<file path="config.mk">
export PLATFORM = sky130hd
export DESIGN_NAME = eae_sequencer
export DESIGN_NICKNAME = d
export VERILOG_FILES = /design/src/rtl/eae_sequencer.sv
export SDC_FILE = /design/constraint.sdc
export NUM_CORES = 1
export LEC_CHECK = 0
export CAP_MARGIN = 30
export CELL_PAD_IN_SITES_DETAIL_PLACEMENT = 0
export CELL_PAD_IN_SITES_GLOBAL_PLACEMENT = 1
export CORE_MARGIN = 3
export CORE_UTILIZATION = 42
export DETAILED_ROUTE_END_ITERATION = 6
export PLACE_DENSITY = 0.89
export SLEW_MARGIN = 30
export SYNTH_ARGS = -nofsm -noshare
export SYNTH_HDL_FRONTEND = slang
export SYNTH_SLANG_ARGS = --single-unit
</file>
<file path="constraint.sdc">
create_clock -name clock -period 6.7 [get_ports clock]
set_input_delay 1.34 -clock clock [delete_from_list [all_inputs] [get_ports clock]]
set_output_delay 1.34 -clock clock [all_outputs]
set_load 0.02 [all_outputs]
</file>
<file path="src/rtl/eae_sequencer.sv">
// eae_sequencer: multi-cycle extended-arithmetic unit (MUY, DVI, NMI, SHL)
// working on {LINK, AC, MQ}, one iteration per clock, with a level
// eae_start / eae_fin handshake toward the main controller.
module eae_sequencer #(
  parameter int WIDTH = 12,
  parameter int SCW   = 5
) (
  input  logic             clock,
  input  logic             resetN,
  input  logic             eae_start,
  input  logic [1:0]       mode,
  input  logic [WIDTH-1:0] ac_in,
  input  logic [WIDTH-1:0] mq_in,
  input  logic             link_in,
  input  logic [WIDTH-1:0] operand_in,
  output logic [WIDTH-1:0] ac_out,
  output logic [WIDTH-1:0] mq_out,
  output logic             link_out,
  output logic [SCW-1:0]   sc_out,
  output logic             busy,
  output logic             eae_fin
);

  // Internal counter is wide enough for WIDTH, for the longest NMI run
  // (about 2*WIDTH shifts) and for an SHL count of 2**SCW.
  localparam int CW_ITER = $clog2(2 * WIDTH + 1);
  localparam int CW      = (CW_ITER > SCW + 1) ? CW_ITER : SCW + 1;
  localparam logic [CW-1:0] CNT_ONE = CW'(1);

  localparam logic [1:0] OP_MUY = 2'b00;
  localparam logic [1:0] OP_DVI = 2'b01;
  localparam logic [1:0] OP_NMI = 2'b10;
  localparam logic [1:0] OP_SHL = 2'b11;

  typedef enum logic [2:0] {
    IDLE  = 3'd0,
    LOAD  = 3'd1,
    MUL   = 3'd2,
    DIV   = 3'd3,
    NORM  = 3'd4,
    SHIFT = 3'd5,
    DONE  = 3'd6
  } state_t;

  state_t           state;
  logic [WIDTH-1:0] a;
  logic [WIDTH-1:0] q;
  logic             l;
  logic [WIDTH-1:0] y;
  logic [1:0]       op;
  logic [CW-1:0]    cnt;

  // NMI stops once the top two AC bits differ or nothing below the sign is left.
  function automatic logic nmi_stop(input logic [WIDTH-1:0] a_v,
                                    input logic [WIDTH-1:0] q_v);
    return (a_v[WIDTH-1] != a_v[WIDTH-2]) ||
           ({a_v[WIDTH-2:0], q_v} == {(2*WIDTH-1){1'b0}});
  endfunction

  logic [WIDTH:0]   mul_sum;
  logic [WIDTH:0]   div_rem;
  logic             div_ge;
  logic [WIDTH-1:0] div_diff;
  logic [WIDTH-1:0] shl_a;
  logic [WIDTH-1:0] shl_q;

  // Next-iteration datapath values for every operation.
  always_comb begin
    mul_sum  = {1'b0, a} + (q[0] ? {1'b0, y} : {(WIDTH+1){1'b0}});
    div_rem  = {a, q[WIDTH-1]};
    div_ge   = (div_rem >= {1'b0, y});
    div_diff = div_rem[WIDTH-1:0] - y;  // remainder < Y, so it fits in WIDTH bits
    shl_a    = {a[WIDTH-2:0], q[WIDTH-1]};
    shl_q    = {q[WIDTH-2:0], 1'b0};
  end

  assign ac_out   = a;
  assign mq_out   = q;
  assign link_out = l;
  assign sc_out   = cnt[SCW-1:0];

  // Sequencer FSM with working registers and registered handshake outputs.
  always_ff @(posedge clock or negedge resetN) begin
    if (!resetN) begin
      state   <= IDLE;
      a       <= {WIDTH{1'b0}};
      q       <= {WIDTH{1'b0}};
      l       <= 1'b0;
      y       <= {WIDTH{1'b0}};
      op      <= 2'b00;
      cnt     <= {CW{1'b0}};
      busy    <= 1'b0;
      eae_fin <= 1'b0;
    end else begin
      case (state)
        IDLE: begin
          eae_fin <= 1'b0;
          if (eae_start) begin
            state <= LOAD;
            busy  <= 1'b1;
            a     <= ac_in;
            q     <= mq_in;
            l     <= link_in;
            y     <= operand_in;
            op    <= mode;
            case (mode)
              OP_MUY:  cnt <= CW'(WIDTH);
              OP_DVI:  cnt <= CW'(WIDTH);
              OP_NMI:  cnt <= {CW{1'b0}};
              OP_SHL:  cnt <= CW'(operand_in[SCW-1:0]) + CNT_ONE;
              default: cnt <= {CW{1'b0}};
            endcase
          end else begin
            busy <= 1'b0;
          end
        end
        LOAD: begin
          case (op)
            OP_MUY: begin
              l     <= 1'b0;
              state <= MUL;
            end
            OP_DVI: begin
              if (a >= y) begin
                l       <= 1'b1;
                state   <= DONE;
                busy    <= 1'b0;
                eae_fin <= 1'b1;
              end else begin
                l     <= 1'b0;
                state <= DIV;
              end
            end
            OP_NMI: begin
              if (nmi_stop(a, q)) begin
                state   <= DONE;
                busy    <= 1'b0;
                eae_fin <= 1'b1;
              end else begin
                state <= NORM;
              end
            end
            OP_SHL:  state <= SHIFT;
            default: begin
              state   <= DONE;
              busy    <= 1'b0;
              eae_fin <= 1'b1;
            end
          endcase
        end
        MUL: begin
          a   <= mul_sum[WIDTH:1];
          q   <= {mul_sum[0], q[WIDTH-1:1]};
          cnt <= cnt - CNT_ONE;
          if (cnt == CNT_ONE) begin
            state   <= DONE;
            busy    <= 1'b0;
            eae_fin <= 1'b1;
          end
        end
        DIV: begin
          a   <= div_ge ? div_diff : div_rem[WIDTH-1:0];
          q   <= {q[WIDTH-2:0], div_ge};
          cnt <= cnt - CNT_ONE;
          if (cnt == CNT_ONE) begin
            state   <= DONE;
            busy    <= 1'b0;
            eae_fin <= 1'b1;
          end
        end
        NORM: begin
          a   <= shl_a;
          q   <= shl_q;
          cnt <= cnt + CNT_ONE;
          if (nmi_stop(shl_a, shl_q)) begin
            state   <= DONE;
            busy    <= 1'b0;
            eae_fin <= 1'b1;
          end
        end
        SHIFT: begin
          l   <= a[WIDTH-1];
          a   <= shl_a;
          q   <= shl_q;
          cnt <= cnt - CNT_ONE;
          if (cnt == CNT_ONE) begin
            state   <= DONE;
            busy    <= 1'b0;
            eae_fin <= 1'b1;
          end
        end
        DONE: begin
          busy <= 1'b0;
          if (eae_start) begin
            eae_fin <= 1'b1;
          end else begin
            state   <= IDLE;
            eae_fin <= 1'b0;
          end
        end
        default: begin
          state   <= IDLE;
          busy    <= 1'b0;
          eae_fin <= 1'b0;
        end
      endcase
    end
  end

endmodule

</file>
==> results of run 1 <==
## critical path: stages
cell	delay [ns]
clkdlybuf4s50_1	0.52
and2_1	0.14
buf_4	0.27
or2_2	0.42
nand2_1	0.29
a221o_1	0.36
a21oi_1	0.13
a21oi_1	0.06
## metrics by stage
stage               utilization  hold slack, ns  instances  setup WS, ns  instance area [sq um]
floorplan                     -           0.484        565          4.10                   4690
global placement          0.514           0.503        744          3.12                   5450
detailed placement        0.514           0.530        744          3.08                   5450
CTS                       0.523           0.552        752          3.40                   5550
global route              0.523           0.578        752          3.20                   5550
finish                    0.523           0.546        752          3.37                   5550
## power groups by stage
| stage | clock, W | sequential [W] | combinational, W |
|---|---|---|---|
| 3_5_place_dp | 0 | 0.000747 | 0.00241 |
| 6_report | 0.000192 | 0.000749 | 0.00244 |
| 4_1_cts | 0.000196 | 0.000743 | 0.00243 |
| 3_3_place_gp | 0 | 0.000746 | 0.00236 |
| 5_1_grt | 0.000206 | 0.000780 | 0.00271 |
| 2_1_floorplan | 0 | 0.000709 | 0.00179 |
## routing by layer
metal / wire [um] / vias up / track usage
met2: 6020 / 201 / 0.341
met3: 973 / 12 / 0.0337
met4: 139 / 0 / 0.0389
met5: 0 / - / 0
met1: 6260 / 2145 / 0.313
li1: - / 2197 / -
## cell usage after synthesis (all sizes together) (3+ instances only)
| cell | instances |
|---|---|
| a211oi | 6 |
| a21o | 9 |
| a21oi | 44 |
| a221o | 15 |
| a221oi | 4 |
| a31oi | 9 |
| and2 | 12 |
| and3 | 3 |
| buf | 13 |
| clkbuf | 21 |
| dfrtp | 50 |
| ha | 43 |
| inv | 31 |
| mux2 | 5 |
| mux2i | 3 |
| nand2 | 57 |
| nand2b | 10 |
| nand3 | 10 |
| nand4 | 4 |
| nor2 | 24 |
| nor2b | 5 |
| nor3 | 10 |
| nor4 | 9 |
| o211ai | 7 |
| o21a | 7 |
| o21ai | 68 |
| o21bai | 3 |
| o22ai | 8 |
| o31ai | 5 |
| o32ai | 3 |
| or3 | 10 |
| or4 | 3 |
| xnor2 | 14 |
| xor2 | 7 |
## final cells by class
class	instances	area, sq um
sequential	50	1250
timing repair buffer	77	756
fill	1021	5050
clock inverter	2	12.5
tap	136	170
inverter	31	116
multi-input combinational	450	3160
clock buffer	6	82.6
## logic make-up after synthesis
family / synth area share
compound gates: 0.306
simple gates: 0.185
buf+inv: 0.0605
flops: 0.267
fa+ha+maj: 0.123
xor+xnor: 0.0392
mux: 0.0184
## sequential cells by signal, indices dropped and copies added (netlist names)
register and flops:
eae_fin 1, busy 1, y 12, op 2, mq_out 12, ac_out 12, cnt 6, link_out 1
state 3
## path summary, 6_finish.rpt
check / start / endpoint / slack [ns] / depth (start not counted)
max: eae_start / ac_out[6]$_DFFE_PN0P_ / 3.37 / 8
min: cnt[5]$_DFFE_PN0P_ / cnt[5]$_DFFE_PN0P_ / 0.55 / 1
max reg2reg: state[1]$_DFFE_PN0P_ / ac_out[6]$_DFFE_PN0P_ / 3.50 / 7
min reg2reg: cnt[5]$_DFFE_PN0P_ / cnt[5]$_DFFE_PN0P_ / 0.55 / 1
max in group asynchronous: resetN / y[1]$_DFFE_PN0P_ / 5.10 / 2
min in group asynchronous: resetN / ac_out[3]$_DFFE_PN0P_ / 1.13 / 2
==> results.md, run 1 <==
* DIE AREA at 12500 sq um
* Post-CTS Hold Buffers at 0
* Skew final at about 0.015 ns
* Crit. End Element: flop
* Worst-path fanout max at 30
* Fin nets at ~700
* Sequential Power Share at 0.221
* VDD IR max at about 0.23 mV
* Cell Area, Synth at 4690 sq um
* CTS root buf: clkbuf_8
* MaxCap Viol Count at 0
* Post-CTS sizing at 0
* Clock slew at reported path FFs at around 0.10 ns
* Commonest non-fill, non-tap cell in the layout: clkdlybuf4s50_1
* Synthesized Nets at around 650
* Setup TNS at 0 ns
* Worst-Skew Late Latency at 0.31 ns
* Num rows at 37
* CTS Buf Count at 5
* Rel. slew slack at 0.393
* Clock share of power at 0.057
* Switching Share at 0.526
* Initial antenna violation count at 0
* Cells after Synth at 565
* DRT iter0 DRCs at 431
* Comb pwr share at 0.722
* Detailed Routing Iterations Pass 1 at 5
* Startpoint types: input port
* Crit path kind: input port to flop
* Top-area cell type share of the netlist area at 0.267
* Total track usage at 0.215
* Post-CTS Setup Bufs at 0
* Number of synthesis warnings at 0
* Layout area overhead at 18.3%
* Tot Pwr at roughly 0.0034 W
* Clock H-tree levels at 2
* Layout cells sized above 1 at 0.0633
* Most frequent cells in the layout: 72 x clkdlybuf4s50_1, 66 x o21ai_0, 57 x nand2_1
* CTS Buffer Depth at 2
* # IOs at 74
* Via/cell ratio at ~6
* Die height at 112 um
* Biggest area consumer among synthesized cells: dfrtp_1
* Tmin final at around 3.3 ns
* CTS Sinks at 50
* Drt total wl at 13400 um
* FMAX at 0.300 GHz
* CTS tree: built
* Power Density at 610 nW/um^2
* Via Count at between 4000 and 5000
* Fin. max-slew vios at 0
* Required time worst endpoint at 6.90 ns
* Syn Area/Cell at 8.30 sq um
* Initial Utilization at 0.442
* Hold crit path type: flop to flop
* Leak pwr at about 2.3 nW
* Die width at approximately 110 um
* Prevailing post-synth register cell: dfrtp_1
* Placer's final routability congestion estimate at 0.828
* First-pass GRT wire length at 22500 um
* Largest net degree at the start of global routing at 51
* # port buffers at 73
* DRC at 0
* FFs w/ async S/R, synth at 1.00
* Number of synthesized flops with an enable pin at 0
* Flops & latches, synth at 50
* Avg WL per Cell at 17.8 um
* Final ANT Viol Nets at 0
* Sw Pwr at ~0.0018 W
* Status: finished, final reports clean
* Final Cycle Share at 0.497
* Yosys cell types at between 70 and 80
* Hold Violations, Final at 0
* Core area at ~11000 sq um
* Pint at 0.00161 W
* RSZ-0062 raised after global routing: no
* Global route overflow at 0
* Synth area leaders: dfrtp_1 27%, ha_1 11%, o21ai_0 7.1%, a21oi_1 4.6%, nand2_1 4.6%
* Seq/Total Area, Yosys at 0.267
* Hpwl dp at 9980 um
* Final setup violating endpoints at 0
* Measured slew at the worst slew-check pin at a little over 0.9 ns
* Ant diodes at 0
* Worst EP arrival at 3.53 ns
* Vias in the first global route at 4389
Power figures use the tool's default switching activity.
==> inputs of run 2 (changes only) <==
--- a/config.mk
+++ b/config.mk
@@ -9,9 +9,9 @@
 export CELL_PAD_IN_SITES_DETAIL_PLACEMENT = 0
 export CELL_PAD_IN_SITES_GLOBAL_PLACEMENT = 1
 export CORE_MARGIN = 3
-export CORE_UTILIZATION = 42
+export CORE_UTILIZATION = 37
 export DETAILED_ROUTE_END_ITERATION = 6
-export PLACE_DENSITY = 0.89
+export PLACE_DENSITY = 0.84
 export SLEW_MARGIN = 30
 export SYNTH_ARGS = -nofsm -noshare
 export SYNTH_HDL_FRONTEND = slang
==> constraint.sdc (replaced) <==
create_clock -name clock -period 2.9 [get_ports clock]
set_input_delay 0.58 -clock clock [delete_from_list [all_inputs] [get_ports clock]]
set_output_delay 0.58 -clock clock [all_outputs]
set_load 0.02 [all_outputs]
==> run 2 against run 1 <==
Sequential cell count stayed put. Global-route usage is 0.38 points lower. First-iteration DRC count is 0.23% higher. Via count is 4.3% higher. Die area is 13% higher. Clock power grew to 3.3 times the previous value. Worst setup slack worse by 3.2 ns. Register-to-register slack worse by 3.3 ns. Utilization is 4.4 points lower. Critical path type is now flop to flop.
==> results.md, run 2 (synthesized netlist as in run 1, its figures left out) <==
* Global route overflow at 0
* Hold crit path type: input port to asynchronous set/reset pin
* Reg-to-Reg End: ac_out[10]$_DFFE_PN0P_
* Setup TNS at 0 ns
* Largest net degree at the start of global routing at 33
* Worst r2r path cells at 10
* Switching Share at 0.514
* Clock H-tree levels at 2
* Num rows at 40
* Leak pwr at around 2.4 nW
* First-pass GRT wire length at ~24000 um
* Final ANT Viol Nets at 0
* Tmin final at 2.73 ns
* Crit. End Element: flop
* Worst-Skew Late Latency at 0.30 ns
* Drt total wl at about 15000 um
* Placer's final routability congestion estimate at between 0.9 and 1
* FF/Latch Area at 1250 sq um
* DRC at 0
* Crit path from: y[1]$_DFFE_PN0P_
* Post-CTS Setup Bufs at 0
* Worst path max stage delay at 0.56 ns
* Initial Utilization at 0.384
* Core area at 12200 sq um
* Critical-path top delay cell: o31ai_4
* Hold Violations, Final at 0
* Worst-path fanout max at 12
* # IOs at 74
* Power Density at 1450 nW/um^2
* Area of the multi-input gates at 3160 sq um
* RSZ-0062 raised after global routing: no
* Pint at 0.00414 W
* DRT iter0 DRCs at 432
* Detailed Routing Iterations Pass 1 at 5
* Cell Count Post-Placement at 801
* Sequential Power Share at 0.171
* MaxCap Viol Count at 0
* DIE AREA at 14100 sq um
* Most frequent cells in the layout: 72 x clkdlybuf4s50_1, 67 x o21ai_0, 57 x nand2_1
* Hold_ws at 0.311 ns
* Avg WL per Cell at 18.7 um
* Hpwl dp at about 11000 um
* Worst R2R Start: y[1]$_DFFE_PN0P_
* Clock slew at reported path FFs at 0.07 ns
* CTS Buf Count at 5
* Layout cells sized above 1 at 0.0983
* Fin nets at ~730
* FMAX at 0.367 GHz
* Measured slew at the worst slew-check pin at ~0.69 ns
* # port buffers at 73
* Startpoint types: flop
* Tot Pwr at 0.00851 W
* Skew final at 0.00384 ns
* Via/cell ratio at 5.87
* VDD IR max at 0.414 mV
* Comb pwr share at 0.754
* Final setup violating endpoints at 0
* Required time worst endpoint at 3.13 ns
* Ant diodes at 0
* Via Count at around 4800
* Crit path kind: flop to flop
* CTS Buffer Depth at 2
* Rel. slew slack at 0.542
* Layout fillers at 1237
* Final core utilization at 0.480
* Cell Count, Final, Fillers Out at 809
* Worst EP arrival at 2.95 ns
* Fin. max-slew vios at 0
* Die width at approximately 120 um
* CTS Sinks at 50
* Initial antenna violation count at 0
* R2R Setup Slk at roughly 0.17 ns
* Final Cycle Share at 0.941
* Status: finished, final reports clean
* Layout area overhead at 24.8%
* Total track usage at 0.211
* CTS root buf: clkbuf_16
* CTS tree: built
* Commonest non-fill, non-tap cell in the layout: clkdlybuf4s50_1
* Worst path cell trace: inv_1, ha_1, nor2b_1, o31a_2, o22ai_2, o31ai_4, buf_4, nand2_1, o221ai_2, a2bb2oi_2
* Sw Pwr at approximately 0.0044 W
* Clock share of power at 0.075
* Die height at around 120 um
* Vias in the first global route at around 4600
==> run 2: cell types whose count changed in the layout (fill, tap and decap cells not counted), sizes merged <==
cell | previous run | this run
clkbuf | 6 | 7
clkinvlp | 1 | 0
buf | 5 | 30
==> run 2: layer usage <==
layer	wire, um	vias to the layer above	global-route usage
met5	0	-	0
li1	-	2238	-
met4	171	0	0.0485
met2	6870	216	0.342
met1	6940	2286	0.294
met3	1130	12	0.0378
==> run 2: power groups by stage <==
stage	registers, W	clock network, W	logic (W)
floorplan	0.00164	0	0.00413
global placement	0.00144	0	0.00618
detailed placement	0.00146	0	0.00629
CTS	0.00145	0.000643	0.00634
global route	0.00151	0.000659	0.00703
finish	0.00146	0.000636	0.00641
==> run 2: metrics by stage <==
stage	instance area, sq um	setup WS [ns]
floorplan	4690	0.299
global route	5860	0.0100
finish	5860	0.172
global placement	5710	0.208
detailed placement	5710	0.208
CTS	5850	0.166
==> run 2: worst max-delay path by stage <==
| stage | to | slack [ns] | depth (start not counted) |
|---|---|---|---|
| CTS | ac_out[10]$_DFFE_PN0P_ | 0.17 | 10 |
| detailed placement | ac_out[11]$_DFFE_PN0P_ | 0.21 | 9 |
| floorplan | ac_out[9]$_DFFE_PN0P_ | 0.30 | 12 |
| finish | ac_out[10]$_DFFE_PN0P_ | 0.17 | 10 |
| global placement | ac_out[10]$_DFFE_PN0P_ | 0.21 | 10 |
| global route | ac_out[10]$_DFFE_PN0P_ | 0.01 | 10 |
==> run 2: area by class of cell <==
cell class,count,share of cell area
Inverter,31,0.0199
Multi-Input combinational cell,450,0.540
Sequential cell,50,0.214
Clock inverter,1,0.000855
Clock buffer,7,0.0244
Tap cell,168,0.0359
Timing Repair Buffer,102,0.165
==> run 2: what timing repair did <==
| action | 4_1_cts | 5_1_grt |
|---|---|---|
| setup endpoints to repair | 0 | 1 |
| gates resized for setup | 0 | 1 |
| hold buffers | 0 | 0 |
==> run 2: critical path: cells and delay by family, from the launching register on <==
kind	cells	cell delay, ns
adders and majority gates	1	0.32
buffers and inverters	2	0.41
AOI/OAI and AO/OA	5	1.30
and+or+nand+nor	2	0.26
DFF	1	0.37
